===== config.mk =====
export PLATFORM = sky130hd
export DESIGN_NAME = ece429_regfile_mp_flat
export DESIGN_NICKNAME = d
export VERILOG_FILES = /design/src/rtl/ece429_regfile_mp_if.sv /design/src/rtl/ece429_regfile_mp.sv /design/src/flat_wrapper.sv
export SDC_FILE = /design/constraint.sdc
export NUM_CORES = 1
export LEC_CHECK = 0
export BUFFER_PORTS_ARGS = -buffer_cell sky130_fd_sc_hd__buf_2
export CORE_AREA = 3 3 242 482
export CTS_BUF_LIST = sky130_fd_sc_hd__clkbuf_4 sky130_fd_sc_hd__clkbuf_8
export DETAILED_ROUTE_END_ITERATION = 12
export DIE_AREA = 0 0 245 485
export PLACE_DENSITY_LB_ADDON = 0.05
export SETUP_SLACK_MARGIN = 0.1
export SLEW_MARGIN = 0
export SYNTH_ARGS = -nofsm -noshare
export SYNTH_HDL_FRONTEND = slang
export SYNTH_SLANG_ARGS = --single-unit

===== constraint.sdc =====
create_clock -name clock -period 7.95 [get_ports clock]
set_clock_uncertainty 0.15 [all_clocks]
set_input_delay 1.9875 -clock clock [delete_from_list [all_inputs] [get_ports clock]]
set_output_delay 1.9875 -clock clock [all_outputs]
set_load 0.02 [all_outputs]

===== src/rtl/ece429_regfile_mp_if.sv =====
// Register-file access bundle: packed read ports, one write port, ready flag and,
// with REGFILE_SCOREBOARD_EN defined, the hazard scoreboard set/pending signals.
interface ece429_regfile_mp_if #(
    parameter int WIDTH  = 32,
    parameter int AW     = 5,
    parameter int NUM_RD = 2
);
    logic [NUM_RD*AW-1:0]    rd_addr;
    logic [NUM_RD*WIDTH-1:0] rd_data;
    logic                    wr_en;
    logic [AW-1:0]           wr_addr;
    logic [WIDTH-1:0]        wr_data;
    logic                    ready;
`ifdef REGFILE_SCOREBOARD_EN
    logic                    sb_set_en;
    logic [AW-1:0]           sb_set_addr;
    logic [NUM_RD-1:0]       rd_pending;

    modport master (output rd_addr, wr_en, wr_addr, wr_data, sb_set_en, sb_set_addr,
                    input  rd_data, ready, rd_pending);
    modport slave  (input  rd_addr, wr_en, wr_addr, wr_data, sb_set_en, sb_set_addr,
                    output rd_data, ready, rd_pending);
`else
    modport master (output rd_addr, wr_en, wr_addr, wr_data,
                    input  rd_data, ready);
    modport slave  (input  rd_addr, wr_en, wr_addr, wr_data,
                    output rd_data, ready);
`endif
endinterface


===== src/rtl/ece429_regfile_mp.sv =====
// Multi-read-port MIPS register file: registered reads with write-first bypass, r0 = 0,
// post-reset init sequencer; optional hazard scoreboard under REGFILE_SCOREBOARD_EN.
module ece429_regfile_mp #(
    parameter int               WIDTH   = 32,
    parameter int               DEPTH   = 32,
    parameter int               AW      = 5,
    parameter int               NUM_RD  = 2,
    parameter int               SP_IDX  = 29,
    parameter logic [WIDTH-1:0] SP_INIT = 32'h80120000,
    parameter int               RA_IDX  = 31
) (
    input logic                  clock,
    input logic                  reset_n,
    ece429_regfile_mp_if.slave   bus
);
    localparam logic [0:0]    ST_INIT = 1'b0;
    localparam logic [0:0]    ST_RUN  = 1'b1;
    localparam logic [AW-1:0] SP_A    = AW'(SP_IDX);
    localparam logic [AW-1:0] RA_A    = AW'(RA_IDX);
    localparam logic [AW-1:0] LAST_A  = AW'(DEPTH - 1);

    logic [0:0]              state_q, state_d;
    logic [AW-1:0]           idx_q, idx_d;
    logic [WIDTH-1:0]        mem_q [DEPTH];
    logic                    mem_we;
    logic [AW-1:0]           mem_waddr;
    logic [WIDTH-1:0]        mem_wdata;
    logic [NUM_RD*WIDTH-1:0] rd_data_q, rd_data_d;

    function automatic logic [WIDTH-1:0] init_value(input logic [AW-1:0] idx);
        if (idx == SP_A)                   return SP_INIT;
        else if (idx == RA_A || idx == '0) return '0;
        else                               return WIDTH'(idx);
    endfunction

    // The init sequencer owns the single array write port until RUN.
    always_comb begin
        state_d   = state_q;
        idx_d     = idx_q;
        mem_we    = 1'b0;
        mem_waddr = bus.wr_addr;
        mem_wdata = bus.wr_data;
        if (state_q == ST_INIT) begin
            mem_we    = 1'b1;
            mem_waddr = idx_q;
            mem_wdata = init_value(idx_q);
            idx_d     = idx_q + AW'(1);
            if (idx_q == LAST_A) state_d = ST_RUN;
        end else begin
            mem_we = bus.wr_en && (bus.wr_addr != '0);
        end
    end

    always_comb begin
        rd_data_d = '0;
        for (int k = 0; k < NUM_RD; k++) begin
            if (state_q == ST_RUN && bus.rd_addr[k*AW +: AW] != '0) begin
                if (bus.wr_en && bus.wr_addr == bus.rd_addr[k*AW +: AW])
                    rd_data_d[k*WIDTH +: WIDTH] = bus.wr_data;
                else
                    rd_data_d[k*WIDTH +: WIDTH] = mem_q[bus.rd_addr[k*AW +: AW]];
            end
        end
    end

    always_ff @(posedge clock or negedge reset_n) begin
        if (!reset_n) begin
            state_q   <= ST_INIT;
            idx_q     <= '0;
            rd_data_q <= '0;
        end else begin
            state_q   <= state_d;
            idx_q     <= idx_d;
            rd_data_q <= rd_data_d;
        end
    end

    // Array contents are not reset; the init sequence rewrites every entry.
    always_ff @(posedge clock) begin
        if (mem_we) mem_q[mem_waddr] <= mem_wdata;
    end

    assign bus.ready   = (state_q == ST_RUN);
    assign bus.rd_data = rd_data_q;

`ifdef REGFILE_SCOREBOARD_EN
    logic [DEPTH-1:0]  pend_q, pend_d, pend_clr;
    logic [NUM_RD-1:0] rd_pend_q, rd_pend_d;

    // Reads see the pending vector after this cycle's clear but before its set.
    always_comb begin
        pend_clr = pend_q;
        if (state_q == ST_RUN && bus.wr_en) pend_clr[bus.wr_addr] = 1'b0;
        pend_d = pend_clr;
        if (state_q == ST_RUN && bus.sb_set_en) pend_d[bus.sb_set_addr] = 1'b1;
        pend_d[0] = 1'b0;
        rd_pend_d = '0;
        for (int k = 0; k < NUM_RD; k++)
            rd_pend_d[k] = (state_q == ST_RUN) && pend_clr[bus.rd_addr[k*AW +: AW]];
    end

    always_ff @(posedge clock or negedge reset_n) begin
        if (!reset_n) begin
            pend_q    <= '0;
            rd_pend_q <= '0;
        end else begin
            pend_q    <= pend_d;
            rd_pend_q <= rd_pend_d;
        end
    end

    assign bus.rd_pending = rd_pend_q;
`endif
endmodule

===== src/flat_wrapper.sv =====
// flat-port wrapper written by rule: the top's interface ports become plain ports
module ece429_regfile_mp_flat 
#(
    parameter int               WIDTH   = 32,
    parameter int               DEPTH   = 32,
    parameter int               AW      = 5,
    parameter int               NUM_RD  = 2,
    parameter int               SP_IDX  = 29,
    parameter logic [WIDTH-1:0] SP_INIT = 32'h80120000,
    parameter int               RA_IDX  = 31
)
  (clock, reset_n, bus_rd_addr, bus_wr_en, bus_wr_addr, bus_wr_data, bus_rd_data, bus_ready);
  ece429_regfile_mp_if #(.WIDTH(WIDTH), .AW(AW), .NUM_RD(NUM_RD)) bus_i ();
  input logic clock;
  input logic reset_n;
  input wire logic [$bits(bus_i.rd_addr)-1:0] bus_rd_addr;
  input wire logic [$bits(bus_i.wr_en)-1:0] bus_wr_en;
  input wire logic [$bits(bus_i.wr_addr)-1:0] bus_wr_addr;
  input wire logic [$bits(bus_i.wr_data)-1:0] bus_wr_data;
  output wire logic [$bits(bus_i.rd_data)-1:0] bus_rd_data;
  output wire logic [$bits(bus_i.ready)-1:0] bus_ready;
  assign bus_i.rd_addr = bus_rd_addr;
  assign bus_i.wr_en = bus_wr_en;
  assign bus_i.wr_addr = bus_wr_addr;
  assign bus_i.wr_data = bus_wr_data;
  assign bus_rd_data = bus_i.rd_data;
  assign bus_ready = bus_i.ready;
  ece429_regfile_mp #(.WIDTH(WIDTH), .DEPTH(DEPTH), .AW(AW), .NUM_RD(NUM_RD), .SP_IDX(SP_IDX), .SP_INIT(SP_INIT), .RA_IDX(RA_IDX)) u_core (.clock(clock), .reset_n(reset_n), .bus(bus_i));
endmodule

== Yosys cells after proc, flatten, opt, wreduce, memory -nomap -nowiden ==
Memories as Yosys holds them, arrays and structs flattened.
Index checks and enable logic that the tools add are counted.

* Logic and storage cells: 32
* Memory bits (writable): 1024
* Register bits after elaboration: 70
* Bits in read-only memories: 0
* Input bits: 50
* Bits in latches: 0
* Output and inout bits: 65
* Memories kept: 1

{| class="wikitable"
|+ Memories
! name !! depth !! width !! rd ports !! clocked after Yosys merged registers in !! wr ports !! RTL line !! text
|-
| u_core.mem_q || 32 || 32 || 2 || 0 || 1 || ece429_regfile_mp.sv:24 || <nowiki>logic [WIDTH-1:0] mem_q [DEPTH];</nowiki>
|}

* Multiply operators: 0
* Div/mod/pow operators: 0
* Add/sub/neg operators: 1
* Mux-type cells: 13
* Reductions and logical operators: 10
* Equality and inequality tests: 4
* $lt $le $gt $ge: 0
* Shift-type cells: 0
* Bitwise gates (word level): 0

{| class="wikitable"
|+ Operators with widths
! operator !! number
|-
| 32-bit 2-to-1 mux || 6
|-
| 5-bit nonzero test || 3
|-
| 5-bit equality test || 2
|-
| 5-bit equality test, second input constant || 2
|-
| 5-bit 2-to-1 mux || 2
|-
| 5-bit by 1-bit adder with 5-bit output, second input constant || 1
|-
| 1-bit logical AND || 5
|-
| 5-bit logical NOT || 1
|-
| 1-bit 2-to-1 mux || 5
|-
| 1-bit logical OR || 1
|}

== Logic depth before layout (Yosys ltp) ==
* Depth after elaboration: 5
* Mapped depth: 10
* Depth with buffers taken out: 5

== Worst setup path after synthesis ==
No wires, ideal clock.

* Path type: in2reg
* Start: input port bus_wr_addr[0]
* End: memory u_core.mem_q[17][0] (enable)
* Stages on the path: 4
* Setup slack: 3.077 ns
* Required time: 7.368 ns
* Library setup time: 0.432 ns
* Buffers on the path: 1
* Data arrival time: 4.291 ns
* Path through: clkbuf_1 inv_1 or3_1 a21oi_1

* Cells in the longest elaborated chain, start to end: 5
* Elaborated cells on any way between the ends: 6
* Those cells by class: mux (4); reduce/logical (2)

{| class="wikitable"
|+ Ends and longest elaborated chain
! item !! RTL line !! text
|-
| from (decl) || flat_wrapper.sv:18 || <nowiki>input wire logic [$bits(bus_i.wr_addr)-1:0] bus_wr_addr;</nowiki>
|-
| 5-bit nonzero test || ece429_regfile_mp.sv:50 || <nowiki>mem_we = bus.wr_en && (bus.wr_addr != '0);</nowiki>
|-
| 1-bit logical AND || ece429_regfile_mp.sv:50 ||
|-
| 1-bit 2-to-1 mux || ece429_regfile_mp.sv:43 || <nowiki>if (state_q == ST_INIT) begin</nowiki>
|-
| 1-bit 2-to-1 mux || ece429_regfile_mp.sv:80 || <nowiki>if (mem_we) mem_q[mem_waddr] <= mem_wdata;</nowiki>
|-
| 1-bit 2-to-1 mux (not written as such) || ece429_regfile_mp.sv:80 ||
|-
| to (decl) || ece429_regfile_mp.sv:24 ||
|}

Parallel ways exist; a longest one is shown, timed or not.

== Worst setup path in the final report ==
* Start: register u_core.state_q (netlist: u_core.bus.ready)
* End: output port bus_ready

{| class="wikitable"
|+ RTL lines
! item !! RTL line !! text
|-
| from (decl) || ece429_regfile_mp.sv:22 || <nowiki>logic [0:0] state_q, state_d;</nowiki>
|-
| from (signal assigned) || ece429_regfile_mp.sv:72 || <nowiki>state_q <= state_d;</nowiki>
|-
| to (decl) || flat_wrapper.sv:21 || <nowiki>output wire logic [$bits(bus_i.ready)-1:0] bus_ready;</nowiki>
|}

No word-level cell between the ends.

==> metrics.md <==
| Metric | Value |
|---|---|
| Seq cells post-synth | `between 1,000 and 1,500` |
| Synth Area in Simple Gates | `1.969%` |
| Total net switching power | `between 2 and 3 mW` |
| Min-Delay Path Class | `reg -> reg` |
| Relative slew margins | `around 17%` |
| Post_cts resized | `0` |
| Most numerous cell in the Yosys netlist | `edfxtp_1` |
| Start point of the critical path | `u_core.bus.ready` |
| Max Clk Rate | `about 210 MHz` |
| Yosys top cell area share | `approximately three fifths` |
| Crit-path cells | `buf_4, buf_2` |
| Slew @ Worst Pin | `around 1200 ps` |
| Num rows | `175` |
| Root Buffer | `clkbuf_8` |
| Number of top-level pins | `between 100 and 150` |
| Status | `completed` |
| CP required | `just under 6000 ps` |
| Number of DRC markers in iteration 0 | `roughly 3,000` |
| Final worst-path cycle share | `around 60%` |
| CP Capture Type | `primary output` |
| Critical R2R Capture | `u_core.mem_q[18][18]` |
| Antenna violations before repair | `2` |
| Synth unique cells | `~50` |
| First-pass DRT Iterations | `6` |
| Met1 Routed Length | `between 60 and 70 mm` |
| Complex-gate fraction of the synthesized area | `between 7 and 8%` |
| Routability congestion estimate | `slightly above 0.8` |
| Primary FF master, synth | `edfxtp_1` |
| Die Ht | `485 µm` |
| Worst vdd ir | `around 0.14 mV` |
| Routed wl met2 | `approximately 91 mm` |
| Synth area leaders | `edfxtp_1, mux4_2, mux2i_1` |
| Post-synth EDFFs | `1,024` |
| Arrival time at the worst endpoint | `around 2600 ps` |
| Detail Route Antenna Nets | `0` |
| CTS Hold Bufs | `0` |
| DRC | `0` |
| GR Overflow Total | `0` |
| Reg2reg setup slack | `~3400 ps` |
| DPL Wire Length | `approximately 96 mm` |
| Power Density | `216.8 mW/mm²` |
| Largest net degree at the start of global routing | `112` |
| Register-to-Register Path Depth | `6` |
| Post-synthesis mux area share | `around a quarter` |
| CTS tree | `yes` |
| Slowest CP cell | `dfrtp_2` |
| Reg2reg start | `u_core.bus.ready` |
| Post-synthesis cell area | `0.05090 mm²` |
| CP top delay family | `buffers and inverters` |
| Overall power | `approximately 12 mW` |
| Comb pwr share | `under 10%` |
| Total number of vias | `a little over 30,000` |
| Largest family of logic cells by synthesized area | `multiplexers` |
| Share of layout cells above drive strength 1 | `between 20% and 30%` |
| Crit path launch type | `flop` |
| WS Path Type | `reg -> out` |
| Final TNS setup | `0 ps` |
| Synth Net Count | `approximately 2,800` |
| Post-CTS Setup Bufs | `0` |
| Met3 routed WL | `~11 mm` |
| Area leader, netlist | `edfxtp_1` |
| Clock tree sinks | `around 1,100` |
| CP max stage delay | `approximately 770 ps` |
| Fin. max-slew vios | `0` |
| Worst path depth | `2` |
| Register area | `~0.033 mm²` |
| Clock Path Buffers | `3` |
| Max Cap Violations | `0` |
| Mean post-synth cell area | `around 18 µm²` |
| Synth cell count leaders | `edfxtp_1, mux4_2, mux2i_1` |
| Layout filler cell count | `9,355` |
| Num CTS Buffers | `160` |
| Area growth syn-to-layout | `10.89%` |
| Seq/Total Area, Yosys | `63.85%` |
| Post-Synth XOR/XNOR Area | `less than 1%` |
| Routed len/inst | `~38 µm` |
| Leakage | `18.80 nW` |
| Post-Synth Adder-Cell Area | `0.1229%` |
| Clk network pwr share | `approximately two fifths` |
| Number of global-route vias before repair | `about 33,000` |
| RSZ-0062 raised after global routing | `no` |
| Pint | `around 9.2 mW` |
| Post-Syn Instances | `roughly 2,800` |
| Initial Util | `between 40 and 50%` |
| Net Sw Frac | `between 20% and 30%` |
| Clk Latency, worst-skew pair | `approximately 850 ps` |
| Final-stage net count | `between 2,000 and 3,000` |
| Vias per inst | `~6.7` |
| Die area | `between 0.1 and 0.15 mm²` |
| Total track usage | `between 20% and 30%` |
| Synth warn | `0` |
| Die X | `between 200 and 250 µm` |
| WL final | `~170 mm` |
| Port bufs | `114` |
| Clock edge transition at the registers on the reported setup and hold paths | `approximately 70 ps` |
| Highest metal used | `met4` |
| Asr flop ratio synth | `roughly 6.4%` |
| Core ar. | `between 0.1 and 0.15 mm²` |
| CP Max Fanout | `39` |
| Final hold violations | `0` |
| CP Capture Point | `bus_ready` |
| Multi-input gate area | `roughly 0.017 mm²` |
| WP buf/inv | `2` |
| Fin crit period | `between 4000 and 5000 ps` |
| H-tree Lvls | `4` |
| Flop pwr share | `between 50% and 60%` |
| Endpoints failing setup | `0` |
| First-pass GRT wire length | `244.5 mm` |
registers in the layout, indices dropped and copies added (netlist names):
register / count
u_core.bus.rd_data: 64
u_core.bus.ready: 1
u_core.idx_q: 5
u_core.mem_q: 1024
worst register-to-register path, cell delays in order, from the launching register on:
cell and delay [ps]:
dfrtp_2 770, clkinv_1 600, nand2_1 270, and2_1 220
o21ai_0 420, nor2_4 1080, buf_4 620
power by group through the flow:
| stage | Combinational [mW] | Clock [mW] | Sequential, mW |
|---|---|---|---|
| after floorplan | 0.677 | 0 | 6.55 |
| after global placement | 1.12 | 0 | 6.53 |
| after detailed placement | 1.13 | 0 | 6.53 |
| after CTS | 1.13 | 4.80 | 6.41 |
| after global routing | 1.19 | 5.04 | 6.40 |
| final | 1.13 | 4.70 | 6.41 |
worst min-delay path by stage:
stage / startpoint / to / slack (ps) / cells past startpoint
after detailed placement: u_core.idx_q[3] / u_core.idx_q[3] / 390 / 1
final: u_core.idx_q[3] / u_core.idx_q[3] / 420 / 1
after global placement: u_core.idx_q[3] / u_core.idx_q[3] / 390 / 1
after CTS: u_core.idx_q[3] / u_core.idx_q[3] / 400 / 1
after global routing: u_core.idx_q[3] / u_core.idx_q[3] / 440 / 1
after floorplan: u_core.idx_q[3] / u_core.idx_q[3] / 350 / 1
layer usage:
layer,up-vias,global-route usage [%]
met1,16540,35.66
met3,430,4.609
met5,-,0
met4,0,13.35
met2,1411,51.90
li1,12160,-
cell families after synthesis:
| kind of cell | count (synthesis) |
|---|---|
| multiplexers | 704 |
| AND/OR/NAND/NOR | 188 |
| XOR/XNOR | 13 |
| buffers and inverters | 243 |
| AO/OA/AOI/OAI | 532 |
| flip-flops | 1094 |
| adder cells (fa/ha/maj) | 5 |
layout make-up:
type | count | share of cell area [%]
antenna | 3 | 0.01330
clock buffer | 237 | 5.103
tap | 1504 | 3.334
inverter | 10 | 0.07536
timing repair buffer | 194 | 2.350
sequential | 1094 | 57.58
clock inverter | 55 | 0.6694
multi-input combinational | 1442 | 30.88
placed cells by master (no fill, tap or decap), drive strengths merged, types with 10 or more instances in the layout:
cell type,netlist,layout
edfxtp,1024,1024
dfrtp,70,70
o21ai,41,41
nand2,28,28
a22oi,65,65
nor2,41,41
a211oi,93,93
mux2i,315,315
mux4,387,387
and2,26,26
xnor2,12,12
nor2b,66,66
a21oi,65,65
o21bai,31,31
a221oi,125,125
clkbuf,100,238
inv,9,10
clkinv,1,47
buf,133,193
a2111oi,33,33
a211o,62,62
through the flow:
step | setup slack [ps] | hold WS, ps | instance area (µm²) | cells | util, %
after floorplan | 3077 | 349.7 | 50900 | 2779 | -
after global placement | 2598 | 394.5 | 53180 | 4244 | 46.80
after detailed placement | 2583 | 392.7 | 53180 | 4244 | 46.80
after CTS | 3124 | 404.0 | 56440 | 4536 | 49.66
after global routing | 3140 | 439.1 | 56440 | 4537 | 49.67
final | 3173 | 419.3 | 56450 | 4539 | 49.67
(Power assumes the default switching activity.)
